**src/rtl/muxn_pkg.sv**
```systemverilog
`default_nettype none
// ============================================================================
// Module   : muxn_pkg
// Brief    : Shared constants and helpers for the arbitrating N:1 mux.
// Revision : 1.0
// ============================================================================
package muxn_pkg;

    localparam int MODE_RR    = 0;
    localparam int MODE_FIXED = 1;

    // Ceiling log2 usable in parameter defaults; returns at least 1.
    function automatic int clog2(input int value);
        int result;
        result = 0;
        while ((1 << result) < value) begin
            result = result + 1;
        end
        if (result < 1) begin
            result = 1;
        end
        return result;
    endfunction

endpackage
`default_nettype wire

```
**src/rtl/rr_arbiter.sv**
```systemverilog
`default_nettype none
// ============================================================================
// Module   : rr_arbiter
// Brief    : Round-robin or fixed-priority arbiter owning the search pointer.
// Revision : 1.0
// ============================================================================
module rr_arbiter
    import muxn_pkg::*;
#(
    parameter int N     = 4,
    parameter int MODE  = MODE_RR,
    parameter int SEL_W = clog2(N)
) (
    input  logic             clk,
    input  logic             rst,
    input  logic [N-1:0]     req,
    input  logic             advance,
    output logic [N-1:0]     grant,
    output logic [SEL_W-1:0] grant_idx
);

    logic [SEL_W-1:0] ptr_q;
    logic [SEL_W-1:0] ptr_d;
    logic [SEL_W:0]   base;
    logic [SEL_W:0]   cand;
    logic             found;

    assign base = (MODE == MODE_RR) ? {1'b0, ptr_q} : '0;

    // Walk base, base+1, ... with wrap at N so indices >= N are never visited.
    always_comb begin
        grant     = '0;
        grant_idx = '0;
        found     = 1'b0;
        cand      = '0;
        for (int j = 0; j < N; j++) begin
            cand = base + (SEL_W+1)'(j);
            if (cand >= (SEL_W+1)'(N)) begin
                cand = cand - (SEL_W+1)'(N);
            end
            if (!found && req[cand[SEL_W-1:0]]) begin
                found                    = 1'b1;
                grant[cand[SEL_W-1:0]]   = 1'b1;
                grant_idx                = cand[SEL_W-1:0];
            end
        end
    end

    always_comb begin
        ptr_d = ptr_q;
        if ((MODE == MODE_RR) && advance && found) begin
            ptr_d = (grant_idx == SEL_W'(N-1)) ? '0 : grant_idx + 1'b1;
        end
    end

    always_ff @(posedge clk or posedge rst) begin
        if (rst) begin
            ptr_q <= '0;
        end else begin
            ptr_q <= ptr_d;
        end
    end

endmodule
`default_nettype wire

```
**src/rtl/muxn_rr_reg.sv**
```systemverilog
`default_nettype none
// ============================================================================
// Module   : muxn_rr_reg
// Brief    : N-channel arbitrating mux with a single registered output stage.
// Revision : 1.0
// ============================================================================
module muxn_rr_reg
    import muxn_pkg::*;
#(
    parameter int N     = 4,
    parameter int W     = 8,
    parameter int MODE  = MODE_RR,
    parameter int SEL_W = clog2(N)
) (
    input  logic             clk,
    input  logic             rst,
    input  logic [N-1:0]     in_valid,
    input  logic [N*W-1:0]   in_data,
    output logic [N-1:0]     in_ready,
    output logic             out_valid,
    output logic [W-1:0]     out_data,
    output logic [SEL_W-1:0] out_sel,
    input  logic             out_ready
);

    logic             load;
    logic [N-1:0]     grant;
    logic [SEL_W-1:0] grant_idx;

    logic             valid_q;
    logic             valid_d;
    logic [W-1:0]     data_q;
    logic [W-1:0]     data_d;
    logic [SEL_W-1:0] sel_q;
    logic [SEL_W-1:0] sel_d;

    // Empty register or a draining one can accept a new beat in the same cycle.
    assign load     = ~valid_q | out_ready;
    assign in_ready = grant & {N{load & ~rst}};

    rr_arbiter #(
        .N     (N),
        .MODE  (MODE),
        .SEL_W (SEL_W)
    ) u_arb (
        .clk       (clk),
        .rst       (rst),
        .req       (in_valid),
        .advance   (load),
        .grant     (grant),
        .grant_idx (grant_idx)
    );

    always_comb begin
        valid_d = valid_q;
        data_d  = data_q;
        sel_d   = sel_q;
        if (load) begin
            valid_d = |in_valid;
            if (|in_valid) begin
                data_d = in_data[int'(grant_idx)*W +: W];
                sel_d  = grant_idx;
            end
        end
    end

    always_ff @(posedge clk or posedge rst) begin
        if (rst) begin
            valid_q <= 1'b0;
            data_q  <= '0;
            sel_q   <= '0;
        end else begin
            valid_q <= valid_d;
            data_q  <= data_d;
            sel_q   <= sel_d;
        end
    end

    assign out_valid = valid_q;
    assign out_data  = data_q;
    assign out_sel   = sel_q;

endmodule
`default_nettype wire

```
**config.mk**
```make
export PLATFORM = sky130hd
export DESIGN_NAME = muxn_rr_reg
export DESIGN_NICKNAME = d
export VERILOG_FILES = /design/src/rtl/muxn_pkg.sv /design/src/rtl/rr_arbiter.sv /design/src/rtl/muxn_rr_reg.sv
export SDC_FILE = /design/constraint.sdc
export NUM_CORES = 1
export LEC_CHECK = 0
export BUFFER_PORTS_ARGS = -buffer_cell sky130_fd_sc_hd__clkbuf_2
export CORE_MARGIN = 2
export CORE_UTILIZATION = 35
export DETAILED_ROUTE_END_ITERATION = 8
export GPL_TIMING_DRIVEN = 0
export PLACE_DENSITY = 0.68
export REMOVE_ABC_BUFFERS = 1
export SLEW_MARGIN = 20
export SYNTH_ARGS = -nofsm -noshare
export SYNTH_HDL_FRONTEND = slang
export SYNTH_SLANG_ARGS = --single-unit
```
**constraint.sdc**
```tcl
create_clock -name clk -period 6.22 [get_ports clk]
set_input_delay 0.311 -clock clk [delete_from_list [all_inputs] [get_ports clk]]
set_output_delay 0.311 -clock clk [all_outputs]
set_load 0.005 [all_outputs]
```
==> metrics.txt <==
Post-Syn Area 0.001536 mm²; fraction of registers with async set/reset 1.000; number of global-route vias before repair between 1,000 and 1,500; Peak VDD IR about 0.00014 V; Ys Warns 0; Max-Cap Viols 0; antenna violations before repair 0; core area ~0.0043 mm²; critical path class register to primary output; H-tree depth 1; PortBufs 53; RSZ-0062 raised after global routing false; Area Growth Syn to Fin 20.03%; post-CTS resize count 0; CTS tree built; Crit-path slowest cell nor2b_2; TritonRoute pass-1 iters 4; WP data arrival 3430 ps; Via Count ~1,500; Tmin final about 3700 ps; final setup margin 2483 ps; cell mode on critical path a21oi_1; setup tns final 0 ps; Post-CTS Setup Bufs 0; Setup Skew 0.8703 ps; Final Slew Violations 0; Initial Utilization 0.3578; Worst slew margin 0.4600; highest clock rate 267.6 MHz; wire per inst approximately 15 µm; hpwl dp about 2900 µm; FF-to-FF setup slack between 2000 and 3000 ps; Crit path required time 5910 ps; CTS Root Cell clkbuf_8; final instance area between 0.0015 and 0.002 mm²; Yosys top cell by area dfrtp_1; slowest stage delay, CP 670 ps; Worst-Skew Late Latency 240 ps; First DRT Iteration DRCs roughly 80; synth unique cells 40; reg2reg end u_arb.ptr_q[1]; first-pass GRT wire length 6644 µm; CTS max path bufs 2; Die H around 70 µm; worst path cell trace buf_12 -> inv_1 -> ha_1 -> mux4_2 -> nor2b_2 -> a22oi_1 -> a21oi_1 -> a21oi_1 -> nor2_1 -> clkbuf_2; DRC 0; I/O pin cnt 54; die extent in x around 70 µm; DP Worst Slack ~2700 ps; ranking of synthesized cells by area dfrtp_1 21%, mux2i_1 11%, ha_1 6.5%; CTS sink cnt 13; grt ovf 0; row cnt 24; remaining antenna violation count 0; Fin. Hold Viols 0; GRT Util Overall 0.1660; syn avg cell area approximately 8.6 µm²; R2R depth 9; Post-DP Area between 0.0015 and 0.002 mm²; drt total wl slightly below 4000 µm; post-synth top area share 0.2117; worst-margin pin slew just over 800 ps; hold_buf cts 0; post-synthesis register bit count 13; Critical Path Fanout Max 38; Diodes inserted 0; Commonest cells post-synth 17 x mux2i_1, 17 x nand3_1, 13 x dfrtp_1, 13 x nand2_1, 13 x nor2_1; Setup crit start kind register; Nets around 270; total power 891.8 µW; Hold WS roughly 73 ps; final worst path period share 0.6008; outcome complete, no violations; largest net degree at the start of global routing 39; leakage power slightly above 0.8 nW; CTS buffer count 3; Clock transition at path regs around 50 ps; DIE AREA roughly 0.0049 mm²; r2r startpoint u_arb.ptr_q[0]; share of cells above drive strength 1 0.3318; final setup violating endpoints 0; Crit. End Element primary output; ys flop type dfrtp_1; Cells after Synth ~180; number of synthesized flops with an enable pin 0; HP Class primary input to asynchronous set/reset pin; sequential area share after synthesis 0.2117; RD Place Congestion 0.7248; mean number of vias per cell ~5.6; pwr/cell area about 480 mW/mm²
==> metal layers <==
layer / vias up / track usage / wire length [µm]
met1: 718 / 0.2000 / 1720
met3: 8 / 0.05339 / 244
met2: 40 / 0.2841 / 1904
met4: 0 / 0.04274 / 75
met5: - / 0 / 0
li1: 756 / - / -
==> power breakdown <==
part | leakage (nW) | total (mW) | internal (mW) | switching, mW
Combinational | 0.655 | 0.657 | 0.279 | 0.378
Sequential | 0.155 | 0.160 | 0.125 | 0.0346
Clock | 0.0228 | 0.0747 | 0.0452 | 0.0295
==> state kept, by name, indices dropped and copies added, names as in the netlist <==
signal       count
out_data         8
out_sel          2
u_arb.ptr_q      2
out_valid        1
==> critical path, delay by kind of cell (launching register included) <==
| family | cells | cell delay (ps) |
|---|---|---|
| compound gates | 3 | 460 |
| simple gates | 2 | 770 |
| fa+ha+maj | 1 | 550 |
| flops | 1 | 440 |
| buf+inv | 3 | 480 |
| mux | 1 | 470 |
==> layout make-up <==
type | instances | area (µm²)
fill | 458 | 2450
multi-input combinational | 144 | 1100
sequential | 13 | 326.6
timing repair buffer | 55 | 292.8
tap | 52 | 65.06
clock buffer | 4 | 45.04
inverter | 4 | 15.01
==> logic make-up (layout without fill, tap and decap cells) <==
logic type | after synthesis | count (layout) | share of synthesized area
flops | 13 | 13 | 0.2117
compound gates | 57 | 57 | 0.2850
mux | 24 | 24 | 0.1783
simple gates | 55 | 55 | 0.1767
fa+ha+maj | 8 | 8 | 0.06515
buf+inv | 22 | 63 | 0.08305
==> through the flow <==
stage | util | cells
global placement | 0.4085 | 266
CTS | 0.4274 | 272
global route | 0.4295 | 272
finish | 0.4295 | 272
detailed placement | 0.4170 | 268
floorplan | - | 161
==> worst max-delay path by stage <==
stage / start / to / depth (start not counted)
final: u_arb.ptr_q[0] / in_ready[0] / 10
after detailed placement: u_arb.ptr_q[0] / u_arb.ptr_q[1] / 9
after global routing: u_arb.ptr_q[0] / in_ready[0] / 10
after global placement: u_arb.ptr_q[0] / u_arb.ptr_q[1] / 8
after floorplan: u_arb.ptr_q[0] / u_arb.ptr_q[1] / 8
after CTS: u_arb.ptr_q[0] / in_ready[0] / 10
==> cells in the final DEF (no fill, tap or decap), drive strengths merged, types with 3 or more instances in the layout <==
cell	netlist	routed
mux2i	18	18
ha	8	8
nand2	13	13
clkbuf	4	57
nand2b	3	3
nand3	17	17
o21ai	10	10
a211oi	8	8
o2bb2ai	8	8
nor2	13	13
nor2b	3	3
dfrtp	13	13
a21oi	10	10
mux2	4	4
inv	4	4
o221ai	8	8
a22oi	4	4
No activity file was read; power rests on OpenSTA's default activity.
